==> src/rtl/serial_add_sequencer.sv <==
// Bit-serial WIDTH-bit adder/subtractor. One full_adder cell is fed one
// operand bit pair per clock with a registered carry; the sum bits are
// shifted into a result register. Start/busy/done handshake.

// Single-bit full adder cell.
module full_adder (
  input  logic Ai,
  input  logic Bi,
  input  logic Cini,
  output logic Di,
  output logic Couti
);
  assign Di    = Ai ^ Bi ^ Cini;
  assign Couti = (Ai & Bi) | (Cini & (Ai ^ Bi));
endmodule

module serial_add_sequencer #(
  parameter int unsigned WIDTH = 32
) (
  input  logic             clk,
  input  logic             rst_n,
  input  logic             start,
  input  logic             op_sub,
  input  logic             cin,
  input  logic [WIDTH-1:0] A,
  input  logic [WIDTH-1:0] B,
  output logic             busy,
  output logic             done,
  output logic [WIDTH-1:0] D,
  output logic             cout,
  output logic             ovf
);

  localparam int unsigned CW = (WIDTH > 2) ? $clog2(WIDTH) : 1;
  localparam logic [CW-1:0] LAST_CNT = CW'(WIDTH - 1);

  typedef enum logic [1:0] {
    IDLE,
    RUN,
    DONE
  } state_t;

  state_t           state;
  state_t           state_next;
  logic             accept;
  logic             last_bit;

  logic [WIDTH-1:0] a_sh;
  logic [WIDTH-1:0] b_sh;
  logic             carry;
  logic [CW-1:0]    cnt;
  logic [WIDTH-2:0] res;
  logic [WIDTH-1:0] res_next;
  logic             fa_d;
  logic             fa_co;

  full_adder u_fa (
    .Ai    (a_sh[0]),
    .Bi    (b_sh[0]),
    .Cini  (carry),
    .Di    (fa_d),
    .Couti (fa_co)
  );

  // Incoming sum bit enters at the MSB; after WIDTH shifts it holds the full result.
  assign res_next = {fa_d, res};

  assign busy = (state == RUN);
  assign done = (state == DONE);

  // State register.
  always_ff @(posedge clk or negedge rst_n) begin
    if (!rst_n) state <= IDLE;
    else        state <= state_next;
  end

  // Next-state logic and datapath strobes; start is honoured in IDLE and DONE only.
  always_comb begin
    state_next = state;
    accept     = 1'b0;
    last_bit   = 1'b0;
    unique case (state)
      IDLE: begin
        if (start) begin
          accept     = 1'b1;
          state_next = RUN;
        end
      end
      RUN: begin
        if (cnt == LAST_CNT) begin
          last_bit   = 1'b1;
          state_next = DONE;
        end
      end
      DONE: begin
        if (start) begin
          accept     = 1'b1;
          state_next = RUN;
        end else begin
          state_next = IDLE;
        end
      end
      default: state_next = IDLE;
    endcase
  end

  // Operand shifters, carry, bit counter and result capture.
  // On the final bit the carry register still holds the carry into the MSB,
  // so overflow is taken directly from it rather than from a separate latch.
  always_ff @(posedge clk or negedge rst_n) begin
    if (!rst_n) begin
      a_sh  <= '0;
      b_sh  <= '0;
      carry <= 1'b0;
      cnt   <= '0;
      res   <= '0;
      D     <= '0;
      cout  <= 1'b0;
      ovf   <= 1'b0;
    end else if (accept) begin
      a_sh  <= A;
      b_sh  <= op_sub ? ~B : B;
      carry <= op_sub | cin;
      cnt   <= '0;
      res   <= '0;
    end else if (state == RUN) begin
      a_sh  <= a_sh >> 1;
      b_sh  <= b_sh >> 1;
      carry <= fa_co;
      cnt   <= cnt + CW'(1);
      res   <= res_next[WIDTH-1:1];
      if (last_bit) begin
        D    <= res_next;
        cout <= fa_co;
        ovf  <= carry ^ fa_co;
      end
    end
  end

endmodule

==> config.mk <==
export PLATFORM = sky130hd
export DESIGN_NAME = serial_add_sequencer
export DESIGN_NICKNAME = d
export VERILOG_FILES = /design/src/rtl/serial_add_sequencer.sv
export SDC_FILE = /design/constraint.sdc
export NUM_CORES = 1
export LEC_CHECK = 0
export CORE_UTILIZATION = 57
export DETAILED_ROUTE_END_ITERATION = 8
export PLACE_DENSITY = 0.82
export SLEW_MARGIN = 20
export SYNTH_ARGS = -nofsm -noshare
export SYNTH_HDL_FRONTEND = slang
export SYNTH_SLANG_ARGS = --single-unit
==> constraint.sdc <==
create_clock -name clk -period 3.2 [get_ports clk]
set_clock_uncertainty 0.05 [all_clocks]
set_input_delay 0.64 -clock clk [delete_from_list [all_inputs] [get_ports clk]]
set_output_delay 0.64 -clock clk [all_outputs]
set_load 0.03 [all_outputs]
# Word-level counts from Yosys, hierarchy flattened
# Cells that the tools add are included.
# totals
reg_bits	137
out_inout_bits	36
input_bits	69
word_cells	48
# classes
reduce_logical	5
eq_ne	5
mux	19
n_bitwise	9
n_addsub	1
# ops
cell	n
two-way mux 32 bit	5
two-way mux 31 bit	2
inverter 32 bit	1
two-way mux 5 bit	2
two-way mux 1 bit	7
case mux 2 bit (3 select lines)	1
adder 5 x 1 -> 5 bit (second input constant)	1
== test 5 bit (second input constant)	1
two-way mux 2 bit	2
AND reduction 3 bit	1
bitwise XOR 1 bit	3
AND 1 bit	2
== test 2 x 1 -> 1 bit (second input constant)	1
== test 2 bit (second input constant)	1
logical NOT 2 bit	1
!= test 2 x 1 -> 1 bit (second input constant)	1
!= test 2 bit (second input constant)	1
bitwise OR 1 bit	2
AND reduction 2 bit	1
nonzero test 2 bit	1
OR reduction 2 bit	1
inverter 1 bit	1

# Depth between registers and ports, before layout
# logic_depth
word_depth	5
mapped_depth	8
ltp_nobuf	6

# Hierarchy
# A second synthesis with hierarchy kept.
# unflattened
cells_unflattened	552
area_unflattened_um2	6055.8
# by_module_without_submodules
mod	instances	area_each_um2	cells_each
serial_add_sequencer	1	6035.8	551
full_adder	1	20.0	1

# Least setup slack after synthesis
# No wires, ideal clock.
# synth_timing
path_type	register to register
start	register cnt[0]
end	register D[10]
period_less_slack_ps	1814
arrival_time_ps	1639
setup_slack_ps	1386
setup_time_ps	125
path_stages_with_launch	8
required_time_ps	3025
path_buffers	2
path_cell_list	dfrtp_1 > ha_1 > and3_1 > ha_1 > nand3b_1 > buf_4 > buf_6 > mux2_4
# synth_between
elab_chain_len	4
# synth_lines
item	line_no	text
from (decl)	51	logic [CW-1:0] cnt;
from (signal assigned)	130	cnt <= cnt + CW'(1);
== test 5 bit	90	if (cnt == LAST_CNT) begin
two-way mux 1 bit	90	
two-way mux 1 bit	82	unique case (state)
AND reduction 3 bit (no line)	n/a	
to (signal assigned)	133	D <= res_next;
to (decl)	29	output logic [WIDTH-1:0] D,
# Every way passes these cells.
# A chain may end at the register's enable or synchronous reset.

# Worst setup path in the final report
# layout_timing
start	register state[1]
end	output port busy
# layout_between
elab_chain_len	1
# layout_lines
item	line_no	text
from (decl)	43	state_t state;
from (signal assigned)	74	else state <= state_next;
== test 2 x 1 -> 1 bit	68	assign busy = (state == RUN);
to (decl)	27	output logic busy,
# Every way passes these cells.

==> run_results.csv <==
group,metric,value,unit
layout,final_area,0.00768,mm2
yosys,ys_types,29,
routing,ant_nets,0,
outcome,status,"complete, no violations",
yosys,synth_edf_count,0,
worst_setup_path,rrSetupSlack,1.14,ns
yosys,synth_top_area_share,56.6,%
timing,finalCriticalPeriod,2.54,ns
die,die_area,0.0110,mm2
timing,relSlewSlack,40.0,%
yosys,synthesis.area,0.00606,mm2
global_route,first_global_vias,4285,
layout,nets,713,
timing,hold_violations,0,
worst_setup_path,crit_fanout,59,
timing,timing.final.crit_share,79.4,%
placed_design,dpl_worst_slack,0.774,ns
global_route,use_met2,36.2,%
clock_tree,numCtsBuffers,17,
yosys,synth-seq-cells,137,
timing,setup_violations,0,
clock_tree,cts_hold_buf,0,
global_route,grt_usage,24.1,%
routing,routedWlPerCell,15.6,um
placed_design,placedInstanceArea,0.00706,mm2
min_path,hold_path.class,"primary input to async pin",
global_route,busiest_layer,"met2",
global_route,overflow,0,
worst_setup_path,reg2reg_from,"cnt[0]$_DFFE_PN0P_",
yosys,syn_inst,552,
global_route,antenna_found_initial,0,
worst_setup_path,critPathRequiredTime,2.51,ns
timing,setup_ws,0.658,ns
worst_setup_path,startpoint_type,"flip-flop",
die,die_y,105,um
clock_tree,clkLatencyLatePin,0.52,ns
routing,drtPass1Iterations,5,
die,die_w,105,um
clock_tree,cts_max_level,4,
routing,routed-via-count,4374,
power,powerDensity,923,mW/mm2
yosys,synth.yosys.warnings,0,
worst_setup_path,r2r_end,"cout$_DFFE_PN0P_",
yosys,synth-main-ff-cell,"dfrtp_1",
clock_tree,cts_buffer_depth,2,
worst_setup_path,crit_path_start,"state[1]$_DFFE_PN0P_",
clock_tree,cts_setup_buffers,0,
die,ios,105,
run,maxCapViolCount,0,
clock_tree,cts_tree,"done",
worst_setup_path,r2r_cells,6,
worst_setup_path,worstPathCellList,"nand2b_2, inv_4, buf_4",
global_route,grt_pass1_wl,20.9,mm
timing,slew_viol_final,0,
worst_setup_path,worstSetupEndpointType,"output port",
clock_tree,ctsResizeCount,0,
timing,fmax,393,MHz
yosys,synth_fp_nets,624,
worst_setup_path,path_class,"flip-flop to output port",
global_route,use_met3,5.80,%
global_route,grt_max_degree,117,
clock_tree,clock-sinks,137,
yosys,async_flop_share,100,%
yosys,yosysMostFrequentCell,"dfrtp_1",
timing,setup_tns,0,ns
power,peakVddDrop,0.441,mV
power,power_leakage,3.58,nW
worst_setup_path,slowest_delay,0.45,ns
routing,drc,0,
placed_design,gp_congestion,0.802,
yosys,synth_area_leader_cell,"dfrtp_1",
layout,layout-drive-gt1-share,12.4,%
layout,area_growth,26.8,%
worst_setup_path,cp.arrival,1.85,ns
global_route,use_met1,34.0,%
yosys,synthTopCellsByCount,"137 x dfrtp_1, 123 x nand2_1, 62 x nor2_1, 59 x a31oi_1, 35 x a22o_1",
die,coreArea,0.0103,mm2
yosys,yosys-top-cells-area,"dfrtp_1 57%, nand2_1 7.6%, mux2_4 6.7%, a31oi_1 6.1%, a22o_1 5.1%",
timing,rsz0062_at_grt,"false",
layout,num_antenna_cells,0,
routing,wl,12.3,mm
die,row_count,37,
clock_tree,root_buffer,"clkbuf_8",
die,start_util,58.7,%
placed_design,dp_hpwl,7.70,mm
worst_setup_path,slowest_stage,"inv_4",
clock_tree,clk_pin_slew,0.06,ns
routing,drt-initial-drc-count,288,
placed_design,portBuffers,104,
yosys,seq_area_frac_synth,56.6,%
routing,via_per_inst,5.54,
timing,worst_pin_slew,0.899,ns
yosys,syn_avg_cell_area,11.0,um2
## worst max-delay path by stage
stage / end / slack (ns) / cells past startpoint
global placement: carry$_DFFE_PN0P_ / 0.80 / 5
detailed placement: b_sh[31]$_DFFE_PN0P_ / 0.77 / 5
floorplan: D[10]$_DFFE_PN0P_ / 1.39 / 7
global route: busy / 0.53 / 3
finish: busy / 0.66 / 3
CTS: busy / 0.62 / 3
## power by group
| part | switching (mW) | leakage [nW] | internal [mW] |
|---|---|---|---|
| sequential | 0.490 | 1.75 | 2.46 |
| clock | 0.741 | 0.291 | 1.27 |
| combinational | 1.10 | 1.54 | 1.02 |
## flip-flops by register name, summed over array words and instances, names as in the netlist
name   count
D         32
a_sh      32
b_sh      32
carry      1
cnt        5
cout       1
ovf        1
res       31
state      2
## through the flow
stage | instances | util (%) | hold slack, ns | power, mW
final | 790 | 74.4 | 0.195 | 7.08
after detailed placement | 758 | 68.4 | 0.422 | 5.09
after floorplan | 552 | - | 0.294 | 4.41
after global placement | 758 | 68.4 | 0.406 | 4.94
after CTS | 790 | 74.3 | 0.251 | 7.13
after global routing | 790 | 74.4 | 0.275 | 7.51
## worst max-delay path, delay by kind of cell, from the launching register on
family | cells | cell delay [ns]
buffers and inverters | 2 | 0.72
DFF | 1 | 0.39
and+or+nand+nor | 1 | 0.21
## layer usage
layer  up-vias  wire length, um
met4         0              180
met5         -                0
met3        18              552
met1      2141             5660
li1       2063                -
met2       152             5890
## cell usage in the layout (no fill, tap or decap), types with 3 or more instances in the layout
master           instances
a22oi_1                  3
clkinv_2                 3
mux2_4                  27
clkdlybuf4s50_1        101
a22o_1                  35
o21ai_0                  3
clkbuf_16               16
nand3_1                  4
nor2_1                  62
nand2_1                123
mux2_2                   6
a31oi_1                 59
clkinvlp_4               4
dfrtp_1                137
bufinv_16                4
buf_4                    9
xor2_1                  33
## area by class of cell
type,count,area [um2]
Clock inverter,15,200
Sequential cell,137,3430
Inverter,2,10.0
Clock buffer,17,414
Timing Repair Buffer,113,1120
Fill cell,681,2650
Tap cell,136,170
Multi-Input combinational cell,370,2340
## cells by family after synthesis
logic type	after synthesis	synth area share (%)
adders and majority gates	3	0.744
AOI/OAI and AO/OA	101	11.9
xor gates and xnor gates	34	4.92
muxes	34	7.98
buffers and inverters	45	4.92
DFF	137	56.6
and+or+nand+nor	198	12.9
(Power assumes the default switching activity.)
